[src/rtl/rv_inst_pkg.sv]
// RV32I encoding constants, operation enum and immediate range helper
// shared by the encoder top and its word-encode sub-module.
package rv_inst;

   typedef enum logic [4:0] {
      OP_ADDI, OP_SLTI, OP_SLTIU, OP_ANDI, OP_ORI, OP_XORI, OP_SLLI, OP_SRLI,
      OP_SRAI, OP_LUI, OP_AUIPC, OP_ADD, OP_SUB, OP_SLT, OP_SLTU, OP_AND,
      OP_OR, OP_XOR, OP_SLL, OP_SRL, OP_SRA, OP_JAL, OP_JALR, OP_BEQ,
      OP_BNE, OP_BLT, OP_BGE, OP_BLTU, OP_BGEU, OP_LI
   } rv_32i_op_t;

   typedef enum logic [2:0] {
      FMT_I, FMT_SH, FMT_R, FMT_B, FMT_U, FMT_J, FMT_BAD
   } rv_fmt_t;

   localparam logic [6:0] OPC_OP_IMM = 7'b0010011;
   localparam logic [6:0] OPC_OP     = 7'b0110011;
   localparam logic [6:0] OPC_LUI    = 7'b0110111;
   localparam logic [6:0] OPC_AUIPC  = 7'b0010111;
   localparam logic [6:0] OPC_JAL    = 7'b1101111;
   localparam logic [6:0] OPC_JALR   = 7'b1100111;
   localparam logic [6:0] OPC_BRANCH = 7'b1100011;

   localparam logic [2:0] F3_ADD  = 3'b000;
   localparam logic [2:0] F3_SLL  = 3'b001;
   localparam logic [2:0] F3_SLT  = 3'b010;
   localparam logic [2:0] F3_SLTU = 3'b011;
   localparam logic [2:0] F3_XOR  = 3'b100;
   localparam logic [2:0] F3_SR   = 3'b101;
   localparam logic [2:0] F3_OR   = 3'b110;
   localparam logic [2:0] F3_AND  = 3'b111;

   localparam logic [2:0] F3_BEQ  = 3'b000;
   localparam logic [2:0] F3_BNE  = 3'b001;
   localparam logic [2:0] F3_BLT  = 3'b100;
   localparam logic [2:0] F3_BGE  = 3'b101;
   localparam logic [2:0] F3_BLTU = 3'b110;
   localparam logic [2:0] F3_BGEU = 3'b111;

   localparam logic [6:0] F7_BASE = 7'b0000000;
   localparam logic [6:0] F7_ALT  = 7'b0100000;

   localparam logic [31:0] NOP_INST = 32'h0000_0013;

   // A signed field fits when every bit above its sign bit equals the sign bit.
   function automatic logic imm_fits(input rv_fmt_t fmt, input logic [31:0] imm);
      case (fmt)
         FMT_I:   return imm[31:11] == {21{imm[31]}};
         FMT_SH:  return imm[31:5] == 27'd0;
         FMT_R:   return 1'b1;
         FMT_B:   return (imm[0] == 1'b0) && (imm[31:12] == {20{imm[31]}});
         FMT_U:   return imm[11:0] == 12'd0;
         FMT_J:   return (imm[0] == 1'b0) && (imm[31:20] == {12{imm[31]}});
         default: return 1'b0;
      endcase
   endfunction

endpackage

[src/rtl/rv_32i_encode_word.sv]
// Combinational RV32I word encoder. RV_32I_ENCODER_CHECK_EN enables immediate
// range checking (out-of-range -> NOP + error); otherwise immediates truncate.
module rv_32i_encode_word
   import rv_inst::*;
(
   input  logic [4:0]  op,
   input  logic [4:0]  rd,
   input  logic [4:0]  rs1,
   input  logic [4:0]  rs2,
   input  logic [31:0] imm,
   output logic [31:0] word,
   output logic        error
);

   rv_32i_op_t  op_e;
   rv_fmt_t     fmt;
   logic [6:0]  opc;
   logic [6:0]  f7;
   logic [2:0]  f3;
   logic [31:0] raw;

   assign op_e = rv_32i_op_t'(op);

   always_comb begin
      fmt = FMT_BAD;
      opc = OPC_OP_IMM;
      f3  = F3_ADD;
      f7  = F7_BASE;
      case (op_e)
         OP_ADDI:  begin fmt = FMT_I;  f3 = F3_ADD;  end
         OP_SLTI:  begin fmt = FMT_I;  f3 = F3_SLT;  end
         OP_SLTIU: begin fmt = FMT_I;  f3 = F3_SLTU; end
         OP_ANDI:  begin fmt = FMT_I;  f3 = F3_AND;  end
         OP_ORI:   begin fmt = FMT_I;  f3 = F3_OR;   end
         OP_XORI:  begin fmt = FMT_I;  f3 = F3_XOR;  end
         OP_SLLI:  begin fmt = FMT_SH; f3 = F3_SLL;  end
         OP_SRLI:  begin fmt = FMT_SH; f3 = F3_SR;   end
         OP_SRAI:  begin fmt = FMT_SH; f3 = F3_SR; f7 = F7_ALT; end
         OP_LUI:   begin fmt = FMT_U;  opc = OPC_LUI;   end
         OP_AUIPC: begin fmt = FMT_U;  opc = OPC_AUIPC; end
         OP_ADD:   begin fmt = FMT_R;  opc = OPC_OP; f3 = F3_ADD;  end
         OP_SUB:   begin fmt = FMT_R;  opc = OPC_OP; f3 = F3_ADD; f7 = F7_ALT; end
         OP_SLT:   begin fmt = FMT_R;  opc = OPC_OP; f3 = F3_SLT;  end
         OP_SLTU:  begin fmt = FMT_R;  opc = OPC_OP; f3 = F3_SLTU; end
         OP_AND:   begin fmt = FMT_R;  opc = OPC_OP; f3 = F3_AND;  end
         OP_OR:    begin fmt = FMT_R;  opc = OPC_OP; f3 = F3_OR;   end
         OP_XOR:   begin fmt = FMT_R;  opc = OPC_OP; f3 = F3_XOR;  end
         OP_SLL:   begin fmt = FMT_R;  opc = OPC_OP; f3 = F3_SLL;  end
         OP_SRL:   begin fmt = FMT_R;  opc = OPC_OP; f3 = F3_SR;   end
         OP_SRA:   begin fmt = FMT_R;  opc = OPC_OP; f3 = F3_SR; f7 = F7_ALT; end
         OP_JAL:   begin fmt = FMT_J;  opc = OPC_JAL;  end
         OP_JALR:  begin fmt = FMT_I;  opc = OPC_JALR; end
         OP_BEQ:   begin fmt = FMT_B;  opc = OPC_BRANCH; f3 = F3_BEQ;  end
         OP_BNE:   begin fmt = FMT_B;  opc = OPC_BRANCH; f3 = F3_BNE;  end
         OP_BLT:   begin fmt = FMT_B;  opc = OPC_BRANCH; f3 = F3_BLT;  end
         OP_BGE:   begin fmt = FMT_B;  opc = OPC_BRANCH; f3 = F3_BGE;  end
         OP_BLTU:  begin fmt = FMT_B;  opc = OPC_BRANCH; f3 = F3_BLTU; end
         OP_BGEU:  begin fmt = FMT_B;  opc = OPC_BRANCH; f3 = F3_BGEU; end
         default:  fmt = FMT_BAD;
      endcase
   end

   always_comb begin
      raw = NOP_INST;
      case (fmt)
         FMT_I:   raw = {imm[11:0], rs1, f3, rd, opc};
         FMT_SH:  raw = {f7, imm[4:0], rs1, f3, rd, opc};
         FMT_R:   raw = {f7, rs2, rs1, f3, rd, opc};
         FMT_B:   raw = {imm[12], imm[10:5], rs2, rs1, f3, imm[4:1], imm[11], opc};
         FMT_U:   raw = {imm[31:12], rd, opc};
         FMT_J:   raw = {imm[20], imm[10:1], imm[11], imm[19:12], rd, opc};
         default: raw = NOP_INST;
      endcase
   end

`ifdef RV_32I_ENCODER_CHECK_EN
   assign error = !imm_fits(fmt, imm);
   assign word  = error ? NOP_INST : raw;
`else
   assign error = 1'b0;
   assign word  = raw;
`endif

endmodule

[src/rtl/rv_32i_encoder.sv]
// Streaming RV32I encoder: handshake FSM, output register, LI -> LUI+ADDI split
// and word counter. Range checks follow RV_32I_ENCODER_CHECK_EN in the word encoder.
module rv_32i_encoder
   import rv_inst::*;
#(
   parameter int COUNT_WIDTH = 16
) (
   input  logic                   clk,
   input  logic                   rst_n,
   input  logic                   in_valid,
   output logic                   in_ready,
   input  logic [4:0]             in_op,
   input  logic [4:0]             in_rd,
   input  logic [4:0]             in_rs1,
   input  logic [4:0]             in_rs2,
   input  logic [31:0]            in_imm,
   output logic                   out_valid,
   input  logic                   out_ready,
   output logic [31:0]            out_inst,
   output logic                   out_last,
   output logic                   out_error,
   output logic [COUNT_WIDTH-1:0] out_count
);

   typedef enum logic [1:0] {IDLE, SINGLE, LI_HI, LI_LO} state_t;

   state_t                 state_reg;
   logic [31:0]            inst_reg;
   logic [31:0]            pending_reg;
   logic                   last_reg;
   logic                   error_reg;
   logic [COUNT_WIDTH-1:0] count_reg;

   logic        accept;
   logic        fire;
   logic        is_li;
   logic        li_small;
   logic        li_two;
   logic [31:0] li_hi_imm;

   logic [4:0]  enc_op   [2];
   logic [4:0]  enc_rd   [2];
   logic [4:0]  enc_rs1  [2];
   logic [4:0]  enc_rs2  [2];
   logic [31:0] enc_imm  [2];
   logic [31:0] enc_word [2];
   logic        enc_err  [2];

   assign out_valid = (state_reg != IDLE);
   assign in_ready  = (state_reg == IDLE) |
                      (out_ready & ((state_reg == SINGLE) | (state_reg == LI_LO)));
   assign accept    = in_valid & in_ready;
   assign fire      = out_valid & out_ready;

   // Rounding the upper part by 0x800 compensates for ADDI sign-extending lo.
   assign is_li     = (in_op == OP_LI);
   assign li_small  = imm_fits(FMT_I, in_imm);
   assign li_hi_imm = (in_imm + 32'h0000_0800) & 32'hFFFF_F000;
   assign li_two    = is_li & !li_small & (in_imm[11:0] != 12'd0);

   // Slot 0 is the first word of the descriptor; slot 1 is the trailing LI ADDI.
   assign enc_op[0]  = is_li ? (li_small ? OP_ADDI : OP_LUI) : in_op;
   assign enc_rd[0]  = in_rd;
   assign enc_rs1[0] = is_li ? 5'd0 : in_rs1;
   assign enc_rs2[0] = in_rs2;
   assign enc_imm[0] = (is_li & !li_small) ? li_hi_imm : in_imm;

   assign enc_op[1]  = OP_ADDI;
   assign enc_rd[1]  = in_rd;
   assign enc_rs1[1] = in_rd;
   assign enc_rs2[1] = 5'd0;
   assign enc_imm[1] = {{20{in_imm[11]}}, in_imm[11:0]};

   genvar gi;
   generate
      for (gi = 0; gi < 2; gi++) begin : g_enc
         rv_32i_encode_word u_enc (
            .op    (enc_op[gi]),
            .rd    (enc_rd[gi]),
            .rs1   (enc_rs1[gi]),
            .rs2   (enc_rs2[gi]),
            .imm   (enc_imm[gi]),
            .word  (enc_word[gi]),
            .error (enc_err[gi])
         );
      end
   endgenerate

   always_ff @(posedge clk or negedge rst_n) begin
      if (!rst_n) begin
         state_reg   <= IDLE;
         inst_reg    <= '0;
         pending_reg <= '0;
         last_reg    <= 1'b0;
         error_reg   <= 1'b0;
         count_reg   <= '0;
      end else begin
         if (fire) begin
            count_reg <= count_reg + COUNT_WIDTH'(1);
         end
         case (state_reg)
            IDLE, SINGLE, LI_LO: begin
               if (accept) begin
                  inst_reg    <= enc_word[0];
                  pending_reg <= enc_word[1];
                  error_reg   <= enc_err[0] | (li_two & enc_err[1]);
                  if (li_two) begin
                     last_reg  <= 1'b0;
                     state_reg <= LI_HI;
                  end else begin
                     last_reg  <= 1'b1;
                     state_reg <= SINGLE;
                  end
               end else if (fire) begin
                  state_reg <= IDLE;
               end
            end
            LI_HI: begin
               if (fire) begin
                  inst_reg  <= pending_reg;
                  last_reg  <= 1'b1;
                  error_reg <= 1'b0;
                  state_reg <= LI_LO;
               end
            end
            default: state_reg <= IDLE;
         endcase
      end
   end

   assign out_inst  = inst_reg;
   assign out_last  = last_reg;
   assign out_error = error_reg;
   assign out_count = count_reg;

endmodule
[config.mk]
export PLATFORM = sky130hd
export DESIGN_NAME = rv_32i_encoder
export DESIGN_NICKNAME = d
export VERILOG_FILES = /design/src/rtl/rv_inst_pkg.sv /design/src/rtl/rv_32i_encode_word.sv /design/src/rtl/rv_32i_encoder.sv
export SDC_FILE = /design/constraint.sdc
export NUM_CORES = 1
export LEC_CHECK = 0
export ABC_AREA = 1
export CAP_MARGIN = 5
export CORE_MARGIN = 5
export CORE_UTILIZATION = 40
export DETAILED_ROUTE_END_ITERATION = 10
export GPL_TIMING_DRIVEN = 0
export SLEW_MARGIN = 10
export SYNTH_ARGS = -nofsm -noshare
export SYNTH_HDL_FRONTEND = slang
export SYNTH_HIERARCHICAL = 1
export SYNTH_SLANG_ARGS = --single-unit
[constraint.sdc]
create_clock -name clk -period 2 [get_ports clk]
set_clock_uncertainty 0.05 [all_clocks]
set_input_delay 0.4 -clock clk [delete_from_list [all_inputs] [get_ports clk]]
set_output_delay 0.4 -clock clk [all_outputs]
set_load 0.1 [all_outputs]
* Yosys cells after proc, flatten, opt, wreduce, memory -nomap -nowiden
Cells that the tools add are included.
Storage, ports and cells: logic and storage cells 103, bits in registers 77, input bits 56, output and inout bits 52
Operators by class: equality and inequality tests 41, bitwise logic cells 7, add/sub/neg operators 2, muxes and demuxes 24, reduce and logical (&&, ||, !) cells 23
Operators with widths (count):
- $pmux W32 S6 | 1
- $mux W32 | 3
- $eq A5 B5 Y1 const B | 14
- $pmux W32 S2 | 1
- $pmux W7 S6 | 1
- $eq A5 B4 Y1 const B | 8
- $add A32 B12 Y32 const B | 1
- $pmux W3 S7 | 1
- $reduce_or A3 Y1 | 7
- $eq A20 B20 Y1 | 1
- $eq A5 B3 Y1 const B | 4
- $pmux W3 S6 | 1
- $add A16 B1 Y16 const B | 1
- $reduce_bool A12 Y1 | 1
- $eq A5 B2 Y1 const B | 2
- $mux W5 | 2
- $reduce_or A10 Y1 | 1
- $mux W2 | 4
- $reduce_or A7 Y1 | 1
- $eq A3 B2 Y1 const B | 2
- $eq A3 B3 Y1 const B | 2
- $mux W6 | 1
- $reduce_and A2 Y1 | 3
- $reduce_or A2 Y1 | 3
- other kinds (19) | 31

* Longest topological paths before layout
Gate-level depths: netlist (run 1).
word-level depth 10, gate-level depth with buffers 24, gate-level depth less buffers 21

* Cells and area by module
The synthesis (run 1) kept the hierarchy.
Modules (own cells, without submodules):
- rv_32i_encoder | times used 1, cells an instance 668, area an instance 4838.4 um2, sequential area each 2102.0 um2
- rv_32i_encode_word | times used 2, cells an instance 224, area an instance 1039.7 um2, sequential area each 0.0 um2

* Least setup slack after synthesis (run 1)
No wires, ideal clock.
path kind input port to flip-flop, start input port in_imm[19], end register inst_reg[10], in the netlist out_inst[10], data required time 1868 ps, data arrival time 2404 ps, path buffers 2, stages 21, setup slack -535 ps, library setup time 82 ps, path through inv_1 -> nand2_1 -> nor2_1 -> nand3_1 -> nand2_1 -> nand2_2 -> nand2_4 -> buf_4 -> o21ai_0 -> nor2_1 -> nand3_1 -> nand2_1 -> inv_2 -> nand3_2 -> buf_6 -> nand2_1 -> nand2_1 -> nor2_1 -> nand2_1 -> nand2_1 -> a31oi_1
RTL lines:
- start: declaration | RTL line rv_32i_encoder.sv:16 | input logic [31:0] in_imm,
- end signal: assignment | RTL line rv_32i_encoder.sv:104 | inst_reg <= enc_word[0];
- end signal: assignment | RTL line rv_32i_encoder.sv:120 | inst_reg <= pending_reg;
- end: declaration | RTL line rv_32i_encoder.sv:28 | logic [31:0] inst_reg;

==> impl_metrics.yaml, run 1 <==
routing:
  via_per_inst: 5.041
  vias: 7854
  avgRoutedWirePerCell_um: 15.59
  route.detailed.drc: 0
  ant_nets: 0
  routed_wl_um: 24280
  dr.pass1.iters: 5
  drtIter0Drc: 508
critical_path:
  ff2ff_path_depth: 8
  cp.required_ps: 2160
  path_class: "input pin to register"
  max_stage_delay_ps: 140
  path_cells: "buf_6, nand2_2, inv_1, nand2_1, nor2_1, nand2_1, nand2_2, nand2_4, nand2_4, buf_8, o21ai_4, inv_2, nand2_2, clkinv_4, nand3_4, nand2_4, nor2_4, nand2_4, buf_6, o21ai_1, nand2_1, nand2_1, a31oi_1"
  rrSetupSlack_ps: 190
  crit_path_top_delay_cell: "nor2_4"
  path_max_fanout: 5
  start_kind: "input pin"
  rr_endpoint: "pending_reg[11]$_DFFE_PN0P_"
  r2r_start: "state_reg[0]$_DFFE_PN0P_"
  crit_arrival_ps: 2520
  crit_path_end_kind: "register"
final_layout:
  nFillCells: 1751
  nNetsFinal: 1386
  syn2layout_area_growth_pct: 41.51
  multi_input_comb_area_um2: 4669
  design_area_um2: 9789
  insertedDiodeCount: 0
  register_area_um2: 2106
  layoutNonFillerInstCount: 1558
  utilization: 0.5719
  layout-drive-gt1-share: 0.2828
synthesis:
  yosys_warnings: 6
  syn_area_um2: 6918
  synth.distinct_cells: 36
  synthTopCellsByArea: "dfrtp_1 30%, nand2_1 24%, nand3_1 7.5%"
  synth_top_area_cell: "dfrtp_1"
  syn_inst: 1116
  synthDominantCellAreaShare: 0.3039
  synth-async-reset-ratio: 1.000
  synth-edff-count: 0
  syn_area_per_cell_um2: 6.199
  synth_flop_cell: "dfrtp_1"
  yosysSeqAreaShare: 0.3039
  ys_ff_latch: 84
min_path:
  hold_class: "register to register"
  whs_path_depth: 2
  min_from: "pending_reg[0]$_DFFE_PN0P_"
  hold-path-endpoint: "pending_reg[0]$_DFFE_PN0P_"
floorplan:
  design.core.area_um2: 17120
  row_count: 48
  die_area_um2: 20030
  start_util: 0.4042
  die-width_um: 141.5
  pin_count: 108
  die_h_um: 141.5
clocking:
  cts_tree: "built"
  clk_latency_ps: 340
  cts_sinks: 84
  clk_pin_slew_ps: 60
  cts-root-buf: "clkbuf_16"
  cts_made_buffers: 9
  cts_buffer_depth: 2
  h-tree-depth: 3
timing:
  setup_slack_ps: -363.3
  worst_slew_pin_slew_ps: 969.6
  relSlewSlack: 0.3561
  fin_crit_sh: 1.182
  rsz0062_at_grt: "true"
  fin_hold_ws_ps: 424.9
  hold_viol: 0
  finalMaxSlewViolations: 0
  fmax_mhz: 423.1
  timing.final.crit_period_ps: 2363
  setup_viol: 30
run_status:
  violations: "negative setup slack"
  outcome: "complete, but fails checks"
grt:
  antenna_found_initial: 0
  grt_pass1_vias: 7434
  grt_usage: 0.2410
  grt_max_degree: 57
  grt_overflow: 0
  grt_pass1_wl_um: 38990
place:
  placed_cell_area_um2: 8496
  dp_hpwl_um: 18080
  portBuffers: 107
  place_ws_ps: -2484
  dp.cells: 1477
  gp_congestion: 0.9316
run:
  cap_violations: 0
power_and_ir_drop:
  p_leak_nw: 5.000
  p_per_area_nw_per_um2: 799.7
  vdd_drop_max_uv: 859.3
==> where the power goes <==
part / switching (W) / internal [W]
logic: 0.00287 / 0.000952
registers: 0.000255 / 0.00204
clock network: 0.000697 / 0.00101
total: 0.00382 / 0.00401
==> stage by stage <==
stage | total power (W) | setup TNS (ps)
floorplan | 0.004971 | -6766
global placement | 0.005970 | -295060
detailed placement | 0.006008 | -75580
CTS | 0.007814 | -5523
global route | 0.008210 | -12300
finish | 0.007829 | -8338
==> layer usage <==
| metal | up-vias | GRT usage | wire length (um) | share of wire |
|---|---|---|---|---|
| met5 | - | 0 | 0 | 0 |
| met4 | 0 | 0.05404 | 513 | 0.021 |
| li1 | 3936 | - | - | - |
| met1 | 3634 | 0.3491 | 11210 | 0.46 |
| met3 | 32 | 0.03809 | 1474 | 0.061 |
| met2 | 252 | 0.3805 | 11080 | 0.46 |
==> cell usage in the layout (no fill, tap or decap), drive strengths merged, types with 27 or more instances in the layout <==
| cell type | instances |
|---|---|
| nand2 | 452 |
| nor2 | 145 |
| buf | 128 |
| nand3 | 112 |
| inv | 103 |
| dfrtp | 84 |
| o21ai | 49 |
| clkbuf | 44 |
| conb | 33 |
| a31oi | 33 |
| clkdlybuf4s15 | 29 |
| clkdlybuf4s50 | 27 |
==> worst max-delay path: cells and delay by family <==
| family | cells | cell delay [ps] |
|---|---|---|
| simple gates | 14 | 1190 |
| buf+inv | 6 | 620 |
| compound gates | 3 | 280 |
==> worst max path at each step <==
stage,from,end
global route,in_op[1],out_inst[23]$_DFFE_PN0P_
finish,in_imm[17],out_inst[7]$_DFFE_PN0P_
global placement,rst_n,out_count[2]$_DFFE_PN0P_
floorplan,in_imm[19],out_inst[10]$_DFFE_PN0P_
detailed placement,in_imm[11],out_inst[5]$_DFFE_PN0P_
CTS,in_imm[11],out_inst[7]$_DFFE_PN0P_
==> synth_stat cells, types with 8 or more instances <==
library cell	count
inv_2	25
clkbuf_1	13
buf_6	10
buf_4	14
o21ai_0	14
inv_1	78
nand3_1	103
nor2_2	14
dfrtp_1	84
nand2_2	11
a31oi_1	33
o21ai_1	25
nor2_1	125
buf_2	14
nand2_1	438
nor3_1	12
a21boi_0	10
xor2_1	18
nand3_2	8
nand4_1	10
o21ai_2	10
==> area by class of cell <==
cell class                      count  area share
Buffer                             51     0.03758
Inverter                          104     0.04448
Tap cell                          225     0.02876
Clock buffer                       10     0.02441
Timing Repair Buffer              172      0.1655
Sequential cell                    84      0.2151
Clock inverter                      6    0.007157
Multi-Input combinational cell    906      0.4770
==> cells by family (layout without fill, tap and decap cells) <==
logic type                 after synthesis  count (layout)  synth area share
DFF                                     84              84            0.3039
buffers and inverters                  155             343            0.1054
AOI/OAI and AO/OA                      109             109           0.09857
and+or+nand+nor                        737             738            0.4554
other                                    5              33          0.002713
xor gates and xnor gates                24              24           0.03039
adders and majority gates                2               2          0.003617
==> what timing repair did <==
| item | in CTS | in global routing |
|---|---|---|
| setup buffers | 57 | 3 |
| hold buffers | 1 | 0 |
| pin swaps | 98 | 21 |
| resized for setup | 390 | 61 |
| hold endpoints to repair | 28 | 0 |
| gates cloned | 5 | 0 |
| endpoints found under the setup margin | 85 | 55 |
No activity file was read; power rests on OpenSTA's default activity.
==> inputs of run 2 (changes only) <==
Settings changed: GPL_TIMING_DRIVEN 0 to default, REMOVE_ABC_BUFFERS from default to 1, SETUP_SLACK_MARGIN from default to 0.02.
==> run 2 against run 1 <==
Effect of this change: the run still ends with negative setup slack left; sequential share of layout area fell by 2.2 points; critical endpoint is now out_inst[29]$_DFFE_PN0P_; hold slack got worse by 15 ps; critical path type unchanged; worst setup slack improved by 200 ps; sequential cell count did not move.
==> impl_metrics.yaml, run 2 (synthesis gave the netlist of run 1 again) <==
run_status:
  outcome: "complete, but fails checks"
  violations: "negative setup slack"
grt:
  antenna_found_initial: 0
  grt_pass1_vias: 7689
  grt_usage: 0.2431
  grt_max_degree: 51
  grt_pass1_wl_um: 39270
  grt_overflow: 0
place:
  dp.cells: 1562
  placed_cell_area_um2: 9473
  gp_congestion: 0.9397
  portBuffers: 107
  dp_hpwl_um: 18000
clocking:
  clk_pin_slew_ps: 60
  cts_sinks: 84
  clk_latency_ps: 350
  cts-root-buf: "clkbuf_16"
  cts_tree: "built"
  h-tree-depth: 3
  cts_buffer_depth: 2
  cts_made_buffers: 9
timing:
  fmax_mhz: 462.0
  setup_viol: 28
  hold_viol: 0
  rsz0062_at_grt: "true"
  setup_slack_ps: -164.6
  finalMaxSlewViolations: 0
  fin_crit_sh: 1.082
  timing.final.crit_period_ps: 2165
floorplan:
  die_area_um2: 20030
  start_util: 0.4042
  die_h_um: 141.5
  die-width_um: 141.5
  pin_count: 108
  row_count: 48
  design.core.area_um2: 17120
final_layout:
  layout_common_cells: "401 x nand2_1, 178 x buf_4, 109 x nor2_1"
  insertedDiodeCount: 0
  design_area_um2: 10880
  syn2layout_area_growth_pct: 57.24
  nNetsFinal: 1458
  layout-drive-gt1-share: 0.3295
  nFillCells: 1568
  layoutNonFillerInstCount: 1630
  final_common_cell: "nand2_1"
min_path:
  min_from: "out_ready"
  hold_class: "input pin to register"
power_and_ir_drop:
  p_leak_nw: 5.639
  p_per_area_nw_per_um2: 779.8
  vdd_drop_max_uv: 833.4
critical_path:
  crit_family: "simple AND/OR/NAND/NOR gates"
  cp_common_cell: "nand2_1"
  r2r_start: "state_reg[0]$_DFFE_PN0P_"
  cp.required_ps: 2220
  path_class: "input pin to register"
  crit_path_end_kind: "register"
  path_cells: "buf_6, inv_2, nand2_1, nor2_1, nand3_1, nand2_1, nand2_2, nand2_4, nand2_8, nor2_4, buf_6, nand3_2, nand2_2, nor2_4, nand2_2, buf_6, o21ai_1, nand2_1, nand2_1, a31oi_1"
  start_kind: "input pin"
  path_max_fanout: 8
  max_stage_delay_ps: 180
  path_buf_inv: 4
  crit_start: "in_imm[23]"
  crit_arrival_ps: 2390
  crit_path_top_delay_cell: "nor2_4"
routing:
  avgRoutedWirePerCell_um: 14.99
  routed_wl_um: 24440
  via_per_inst: 4.967
  route.detailed.drc: 0
  drtIter0Drc: 554
  vias: 8097
  dr.pass1.iters: 5
  ant_nets: 0
run:
  cap_violations: 0
run 2: changes by cell type in the layout (fill, tap and decap cells not counted), moves of 4 or more:
| cell | change |
|---|---|
| clkbuf_1 | -12 |
| buf_2 | -14 |
| nand2_4 | +4 |
| buf_12 | +42 |
| nand3_1 | -6 |
| clkdlybuf4s15_2 | -23 |
| nand2_2 | -13 |
| clkbuf_2 | -21 |
| clkdlybuf4s15_1 | -5 |
| nand2_1 | +8 |
| nand3_2 | +4 |
| buf_4 | +113 |
run 2: through the flow:
stage	worst slack, ps	power (W)	TNS [ps]	utilization	hold slack [ps]
2_1_floorplan	-975.9	0.004870	-51670	-	54.41
3_3_place_gp	-1248	0.006444	-35830	0.5534	234.9
3_5_place_dp	-1292	0.006485	-37210	0.5534	234.4
4_1_cts	-89.73	0.008416	-1090	0.6131	413.1
5_1_grt	-286.5	0.008884	-6258	0.6355	436.5
6_report	-164.6	0.008483	-2763	0.6355	410.2
run 2: tightest hold or removal path: cells and delay by family:
family | cells | cell delay, ps
buffers and inverters | 2 | 240
AO/OA/AOI/OAI | 1 | 80
AND/OR/NAND/NOR | 1 | 70
run 2: cell type report:
type / instances / area, um^2 / area share
Tap cell: 225 / 281.5 / 0.02588
Timing Repair Buffer: 294 / 2994 / 0.2752
Inverter: 104 / 442.9 / 0.04072
Clock inverter: 6 / 71.32 / 0.006556
Multi-Input combinational cell: 907 / 4757 / 0.4373
Clock buffer: 10 / 229.0 / 0.02105
Sequential cell: 84 / 2102 / 0.1932
run 2: what timing repair did:
| action | 4_1_cts | 5_1_grt |
|---|---|---|
| buffers inserted | 35 | 14 |
| resized for setup | 248 | 82 |
| cloned | 3 | 0 |
| pin swaps | 93 | 91 |
| hold buffers | 1 | 0 |
| endpoints found under the hold margin | 14 | 0 |
| endpoints found under the setup margin | 33 | 31 |
run 2: where the power goes:
group	total [W]	switching, W	internal, W
Clock	0.00176	0.000771	0.000985
Combinational	0.00435	0.00286	0.00149
Sequential	0.00238	0.000344	0.00203
run 2: final timing paths:
check	end	slack, ps	cells after the start
worst max-delay path	out_inst[29]$_DFFE_PN0P_	-160	20
worst min-delay path	state_reg[1]$_DFFE_PN0P_	410	4
worst max register to register	out_count[15]$_DFFE_PN0P_	440	11
worst min register to register	pending_reg[3]$_DFFE_PN0P_	430	2
max in group asynchronous	out_inst[11]$_DFFE_PN0P_	960	3
min in group asynchronous	out_count[13]$_DFFE_PN0P_	420	2
run 2: per-layer routing:
| layer | wire, um | vias up | GRT usage |
|---|---|---|---|
| met4 | 410 | 0 | 0.06162 |
| met5 | 0 | - | 0 |
| met2 | 11900 | 241 | 0.4121 |
| met3 | 1418 | 26 | 0.04820 |
| met1 | 10720 | 3733 | 0.3192 |
| li1 | - | 4097 | - |
